--- src/rtl/extend_sector_cnt_pkg.sv ---
`default_nettype none
// ============================================================================
//  Module      : extend_sector_cnt_pkg
//  Description : Shared widths, defaults and channel index helper for the
//                counter-based sector hit extender.
//  Revision    : 1.0  initial release
// ============================================================================
package extend_sector_cnt_pkg;

    localparam int c_ph_raw_w  = 6;
    localparam int c_max_drift = 7;
    localparam int c_dt_w      = 3;

    // Flat channel number used by ch_en and busy; stations are numbered from 1.
    function automatic int ch_idx(input int zone, input int station, input int stations);
        return zone * stations + (station - 1);
    endfunction

endpackage
`default_nettype wire

--- src/rtl/extend_sector_cnt_if.sv ---
`default_nettype none
// ============================================================================
//  Module      : extend_sector_cnt_if
//  Description : Hit and control bundle between zone ph formation and the
//                extender, plus the extended hits returned to the matcher.
//  Revision    : 1.0  initial release
// ============================================================================
interface extend_sector_cnt_if
    import extend_sector_cnt_pkg::*;
#(
    parameter int ZONES    = 4,
    parameter int STATIONS = 4,
    parameter int BIT_W    = c_ph_raw_w,
    parameter int DT_W     = c_dt_w
);
    logic [BIT_W-1:0]          ph_zone [ZONES-1:0][STATIONS:1];
    logic [DT_W-1:0]           drifttime;
    logic                      retrig;
    logic [ZONES*STATIONS-1:0] ch_en;
    logic [BIT_W-1:0]          ph_ext  [ZONES-1:0][STATIONS:1];
    logic [ZONES*STATIONS-1:0] busy;

    modport master (
        output ph_zone, drifttime, retrig, ch_en,
        input  ph_ext, busy
    );

    modport slave (
        input  ph_zone, drifttime, retrig, ch_en,
        output ph_ext, busy
    );
endinterface
`default_nettype wire

--- src/rtl/extend_sector_cnt_extender_cnt.sv ---
`default_nettype none
// ============================================================================
//  Module      : extender_cnt
//  Description : One channel of BIT_W independent hit stretchers, each a
//                down-counter with retrigger or dead-time behaviour.
//  Revision    : 1.0  initial release
// ============================================================================
module extender_cnt #(
    parameter int BIT_W     = 6,
    parameter int MAX_DRIFT = 7,
    parameter int DTE_W     = 3
) (
    input  wire logic             clk,
    input  wire logic             rst_n,
    input  wire logic [BIT_W-1:0] inp,
    input  wire logic             en,
    input  wire logic             retrig,
    input  wire logic [DTE_W-1:0] dt_eff,
    output logic      [BIT_W-1:0] outp,
    output logic                  busy
);
    localparam int c_cnt_w = ($clog2(MAX_DRIFT) < 1) ? 1 : $clog2(MAX_DRIFT);

    logic [c_cnt_w-1:0] r_cnt     [BIT_W];
    logic [c_cnt_w-1:0] w_cnt_nxt [BIT_W];
    logic [c_cnt_w-1:0] w_load_val;
    logic [BIT_W-1:0]   w_ext_nxt;
    logic [BIT_W-1:0]   r_ext;
    logic               r_busy;

    // The counter holds the number of cycles left after the current one, so
    // a load of dt_eff-1 yields exactly dt_eff high cycles.
    always_comb begin
        w_load_val = c_cnt_w'(dt_eff - 1'b1);
        w_ext_nxt  = '0;
        for (int b = 0; b < BIT_W; b++) begin
            w_cnt_nxt[b] = '0;
            if (inp[b] && en && (retrig || (r_cnt[b] == '0))) begin
                w_cnt_nxt[b] = w_load_val;
                w_ext_nxt[b] = 1'b1;
            end else if (r_cnt[b] != '0) begin
                w_cnt_nxt[b] = r_cnt[b] - 1'b1;
                w_ext_nxt[b] = 1'b1;
            end
        end
    end

    always_ff @(posedge clk) begin
        if (!rst_n) begin
            r_cnt  <= '{default: '0};
            r_ext  <= '0;
            r_busy <= 1'b0;
        end else begin
            r_cnt  <= w_cnt_nxt;
            r_ext  <= w_ext_nxt;
            r_busy <= |w_ext_nxt;
        end
    end

    assign outp = r_ext;
    assign busy = r_busy;

endmodule
`default_nettype wire

--- src/rtl/extend_sector_cnt.sv ---
`default_nettype none
// ============================================================================
//  Module      : extend_sector_cnt
//  Description : Per-sector raw-hit extender with programmable length,
//                retrigger/dead-time mode, channel enables and busy flags.
//  Revision    : 1.0  initial release
// ============================================================================
module extend_sector_cnt
    import extend_sector_cnt_pkg::*;
#(
    parameter int ZONES     = 4,
    parameter int STATIONS  = 4,
    parameter int BIT_W     = c_ph_raw_w,
    parameter int MAX_DRIFT = c_max_drift,
    parameter int DT_W      = c_dt_w
) (
    input  wire logic          clk,
    input  wire logic          rst_n,
    extend_sector_cnt_if.slave bus
);
    // Wide enough for both the raw drifttime and the value MAX_DRIFT itself.
    localparam int c_dte_w = (DT_W > $clog2(MAX_DRIFT + 1)) ? DT_W : $clog2(MAX_DRIFT + 1);

    logic [c_dte_w-1:0] w_dt_ext;
    logic [c_dte_w-1:0] w_dt_eff;

    always_comb begin
        w_dt_ext = c_dte_w'(bus.drifttime);
        w_dt_eff = w_dt_ext;
        if (w_dt_ext == '0) begin
            w_dt_eff = c_dte_w'(1);
        end else if (w_dt_ext > c_dte_w'(MAX_DRIFT)) begin
            w_dt_eff = c_dte_w'(MAX_DRIFT);
        end
    end

    for (genvar z = 0; z < ZONES; z++) begin : g_zone
        for (genvar s = 1; s <= STATIONS; s++) begin : g_station
            localparam int c_idx = ch_idx(z, s, STATIONS);

            logic [BIT_W-1:0] w_ext;
            logic             w_busy;

            extender_cnt #(
                .BIT_W     (BIT_W),
                .MAX_DRIFT (MAX_DRIFT),
                .DTE_W     (c_dte_w)
            ) u_extender (
                .clk    (clk),
                .rst_n  (rst_n),
                .inp    (bus.ph_zone[z][s]),
                .en     (bus.ch_en[c_idx]),
                .retrig (bus.retrig),
                .dt_eff (w_dt_eff),
                .outp   (w_ext),
                .busy   (w_busy)
            );

            assign bus.ph_ext[z][s]  = w_ext;
            assign bus.busy[c_idx]   = w_busy;
        end
    end

endmodule
`default_nettype wire

--- src/flat_wrapper.sv ---
// flat-port wrapper written by rule: the top's interface ports become plain ports
module extend_sector_cnt_flat import extend_sector_cnt_pkg::*;
#(
    parameter int ZONES     = 4,
    parameter int STATIONS  = 4,
    parameter int BIT_W     = c_ph_raw_w,
    parameter int MAX_DRIFT = c_max_drift,
    parameter int DT_W      = c_dt_w
)
  (clk, rst_n, bus_ph_zone, bus_drifttime, bus_retrig, bus_ch_en, bus_ph_ext, bus_busy);
  extend_sector_cnt_if #(.ZONES(ZONES), .STATIONS(STATIONS), .BIT_W(BIT_W), .DT_W(DT_W)) bus_i ();
  input  wire logic clk;
  input  wire logic rst_n;
  input wire logic [$bits(bus_i.ph_zone)-1:0] bus_ph_zone;
  input wire logic [$bits(bus_i.drifttime)-1:0] bus_drifttime;
  input wire logic [$bits(bus_i.retrig)-1:0] bus_retrig;
  input wire logic [$bits(bus_i.ch_en)-1:0] bus_ch_en;
  output wire logic [$bits(bus_i.ph_ext)-1:0] bus_ph_ext;
  output wire logic [$bits(bus_i.busy)-1:0] bus_busy;
  assign bus_i.ph_zone = {>>{bus_ph_zone}};
  assign bus_i.drifttime = bus_drifttime;
  assign bus_i.retrig = bus_retrig;
  assign bus_i.ch_en = bus_ch_en;
  assign bus_ph_ext = {>>{bus_i.ph_ext}};
  assign bus_busy = bus_i.busy;
  extend_sector_cnt #(.ZONES(ZONES), .STATIONS(STATIONS), .BIT_W(BIT_W), .MAX_DRIFT(MAX_DRIFT), .DT_W(DT_W)) u_core (.clk(clk), .rst_n(rst_n), .bus(bus_i));
endmodule
--- config.mk ---
export PLATFORM = sky130hd
export DESIGN_NAME = extend_sector_cnt_flat
export DESIGN_NICKNAME = d
export VERILOG_FILES = /design/src/rtl/extend_sector_cnt_pkg.sv /design/src/rtl/extend_sector_cnt_if.sv /design/src/rtl/extend_sector_cnt_extender_cnt.sv /design/src/rtl/extend_sector_cnt.sv /design/src/flat_wrapper.sv
export SDC_FILE = /design/constraint.sdc
export NUM_CORES = 1
export LEC_CHECK = 0
export ABC_AREA = 1
export BUFFER_PORTS_ARGS = -buffer_cell sky130_fd_sc_hd__buf_2
export CAP_MARGIN = 20
export CORE_AREA = 2 2 175 177
export CTS_CLUSTER_SIZE = 40
export DETAILED_ROUTE_END_ITERATION = 10
export DIE_AREA = 0 0 177 179
export HOLD_SLACK_MARGIN = 0.03
export PLACE_DENSITY = 0.85
export SLEW_MARGIN = 25
export SYNTH_ARGS = -nofsm -noshare
export SYNTH_HDL_FRONTEND = slang
export SYNTH_SLANG_ARGS = --single-unit
export TNS_END_PERCENT = 50
--- constraint.sdc ---
create_clock -name clk -period 2.6 [get_ports clk]
set_input_delay 0.26 -clock clk [delete_from_list [all_inputs] [get_ports clk]]
set_output_delay 0.26 -clock clk [all_outputs]
set_load 0.1 [all_outputs]
==> flow_metrics.env <==
export IMPL_status="finished clean"
export IMPL_grt_max_degree=100
export IMPL_slew_headroom_pct=44.77
export IMPL_seq_power_share_pct=41.0
export IMPL_finalCritPeriodShare_pct=62.06
export IMPL_crit_family="buffers and inverters"
export IMPL_gp_congestion=0.8091
export IMPL_core_area_um2=30030
export IMPL_synth_async_reset_ratio_pct=0
export IMPL_arrival_ps=1350
export IMPL_cts_buffers_inserted=43
export IMPL_critPathLaunchType="register"
export IMPL_final_min_clock_period_ps=1614
export IMPL_firstDrtPassIters=6
export IMPL_n_fill_cell=2525
export IMPL_worstSetupStartpoint="u_core.g_zone[2].g_station[2].u_extender.outp[5]$_SDFF_PN0_"
export IMPL_cts_hold_buf=0
export IMPL_cts_tree="yes"
export IMPL_syn_inst=2987
export IMPL_hp_class="input pin to register"
export IMPL_dieHeight_um=179
export IMPL_worst_slew_pin_slew_ps=828.4
export IMPL_grt_overflow=0
export IMPL_grt_busiest_layer="met2"
export IMPL_rsz0062_at_grt="false"
export IMPL_drive_gt1_share_pct=9.717
export IMPL_crit_path_top_delay_cell="buf_2"
export IMPL_portBuffers=229
export IMPL_design_area_um2=21240
export IMPL_swShare_pct=35.39
export IMPL_r2r_end="u_core.g_zone[0].g_station[4].u_extender.r_cnt[2]$_SDFF_PN0_"
export IMPL_drt_antenna_violating_nets=0
export IMPL_path_buf_inv=1
export IMPL_vias=17930
export IMPL_clk_latency_ps=530
export IMPL_reg2reg_depth=5
export IMPL_drv_slew=0
export IMPL_cts_root_buffer="clkbuf_16"
export IMPL_wirelength_um=41750
export IMPL_cpPeakStageDelay_ps=450
export IMPL_grt_util_met1_pct=29.88
export IMPL_routedWlPerCell_um=11.57
export IMPL_ys_seq_elements=400
export IMPL_drc=0
export IMPL_worstPathCellList="buf_2"
export IMPL_critPathRequiredTime_ps=2340
export IMPL_dpl_hpwl_um=27410
export IMPL_core_rowCount=64
export IMPL_cp_end_kind="output pin"
export IMPL_h_tree_depth=2
export IMPL_setup_viol=0
export IMPL_yosysUniqueCellTypes=18
export IMPL_grt_usage_pct=25.61
export IMPL_start_util_pct=61.79
export IMPL_fmax_ghz=0.6197
export IMPL_r2r_start="u_core.g_zone[0].g_station[4].u_extender.r_cnt[0]$_SDFF_PN0_"
export IMPL_clk_pin_slew_ps=60
export IMPL_syn_num_nets=3110
export IMPL_min_from="bus_ph_zone[12]"
export IMPL_crit_fanout=1
export IMPL_cts_max_path_buffers=3
export IMPL_power_leakage_nw=11.79
export IMPL_hold_viol_final=0
export IMPL_grt_use_met3_pct=3.647
export IMPL_post_cts_resized=0
export IMPL_cap_violations=0
export IMPL_yosysSeqAreaShare_pct=43.16
export IMPL_skew_ps=16.46
export IMPL_clock_sinks=400
export IMPL_synth_edf_count=0
export IMPL_p_sw_w=0.006085
export IMPL_internal_power_w=0.01111
export IMPL_nets=3302
export IMPL_layout_common_cells="nor2_1, nand2_1, inv_1"
export IMPL_grt_pass1_vias=16290
export IMPL_p_comb_share_pct=25.9
export IMPL_routed_via_density=4.968
export IMPL_dieArea_um2=31680
export IMPL_yosysWarningCount=0
export IMPL_clkPwrFrac_pct=33.1
export IMPL_synth_main_ff_cell="dfxtp_1"
export IMPL_crit_type="register to output pin"
export IMPL_netlist_area_um2=18550
export IMPL_postPlaceCellArea_um2=19930
export IMPL_final_common_cell="nor2_1"
export IMPL_powerDensity_nw_per_um2=809.5
export IMPL_peakVddDrop_mv=0.5303
export IMPL_grt_use_met2_pct=47.60
export IMPL_die_w_um=177
export IMPL_dr_first_iter_drc_count=1166
export IMPL_regToRegSetupSlack_ps=1030
export IMPL_whs_path_depth=5
export IMPL_antenna_found_initial=3
export IMPL_syn2layout_area_growth_pct=14.49
export IMPL_finalSetupTns_ps=0
export IMPL_grt_pass1_wl_um=68480
export IMPL_hold_end="u_core.g_zone[0].g_station[3].u_extender.outp[0]$_SDFF_PN0_"
export IMPL_avgSynthCellArea_um2=6.212
export IMPL_post_cts_setup_buffers=0
export IMPL_ios=230
==> metrics by stage <==
| stage | hold WS, ps | cells | utilization (%) | setup slack, ps | total power (W) |
|---|---|---|---|---|---|
| after floorplan | 454.4 | 2987 | - | 816.2 | 0.01074 |
| after global placement | 491.3 | 3530 | 66.35 | 723.2 | 0.01145 |
| after detailed placement | 511.0 | 3530 | 66.37 | 673.5 | 0.01158 |
| after CTS | 65.34 | 3607 | 70.71 | 985.4 | 0.01728 |
| after global routing | 97.81 | 3608 | 70.72 | 852.0 | 0.01808 |
| final | 86.04 | 3610 | 70.74 | 986.4 | 0.01719 |
==> cells by family after synthesis <==
family	after synthesis	share of synthesized area (%)
and+or+nand+nor	1697	35.05
AOI/OAI and AO/OA	380	10.30
adders and majority gates	5	0.3372
xor gates and xnor gates	1	0.08769
buffers and inverters	504	11.06
DFF	400	43.16
==> cell type report <==
class / count / area, um^2 / area share [%]
clock buffers: 66 / 1242 / 5.849
multi-input cells: 2083 / 8506 / 40.04
flip-flops and latches: 400 / 8008 / 37.70
repair buffers: 246 / 1400 / 6.591
inverters: 405 / 1520 / 7.157
well taps: 396 / 495.5 / 2.333
clock inverters: 11 / 62.56 / 0.2945
diodes: 3 / 7.507 / 0.03534
==> sequential cells by signal, indices dropped and copies added, names as in the netlist <==
register and flops:
u_core.g_zone.g_station.u_extender.busy 16, u_core.g_zone.g_station.u_extender.outp 96, u_core.g_zone.g_station.u_extender.r_cnt 288
==> power by group through the flow <==
stage | Combinational, W | Clock (W) | Sequential, W
floorplan | 0.00231 | 0 | 0.00843
global placement | 0.00430 | 0 | 0.00715
detailed placement | 0.00441 | 0 | 0.00717
CTS | 0.00444 | 0.00578 | 0.00705
global route | 0.00492 | 0.00605 | 0.00711
finish | 0.00445 | 0.00569 | 0.00705
==> worst max-delay path by stage <==
stage                                                                   endpoint  cells after the start  slack [ps]
finish                                                            bus_ph_ext[59]                      1         990
global route        u_core.g_zone[0].g_station[4].u_extender.r_cnt[2]$_SDFF_PN0_                      5         850
CTS                                                               bus_ph_ext[59]                      1         990
detailed placement  u_core.g_zone[2].g_station[2].u_extender.r_cnt[2]$_SDFF_PN0_                      8         670
global placement    u_core.g_zone[2].g_station[2].u_extender.r_cnt[2]$_SDFF_PN0_                      8         720
floorplan                                                               register                     10         820
==> cells in the mapped netlist (2+ instances only) <==
library cell	n	area, um^2
a21oi_1	90	450.4
buf_2	20	100.1
buf_4	24	180.2
buf_6	5	56.30
clkbuf_1	44	165.2
clkbuf_2	6	30.03
dfxtp_1	400	8008
ha_1	5	62.56
inv_1	404	1516
nand2_1	787	2954
nand3_1	101	505.5
nor2_1	808	3033
o211a_1	2	20.02
o21ai_0	240	1201
o21ai_1	48	240.2
==> worst register-to-register path: cells and delay by family (launching register included) <==
kind                     cells  cell delay [ps]
flip-flops                   1              350
AND/OR/NAND/NOR              1               70
adder cells (fa/ha/maj)      1              240
AO/OA/AOI/OAI                3              840
==> metal layers <==
metal  part of all wire (%)  vias up  routed length [um]
li1                       -     9424                   -
met1                     43     7919               17770
met2                     49      496               20440
met3                    5.7       95                2381
met4                    2.8        0                1162
met5                      0        -                   0
(Power assumes the default switching activity.)
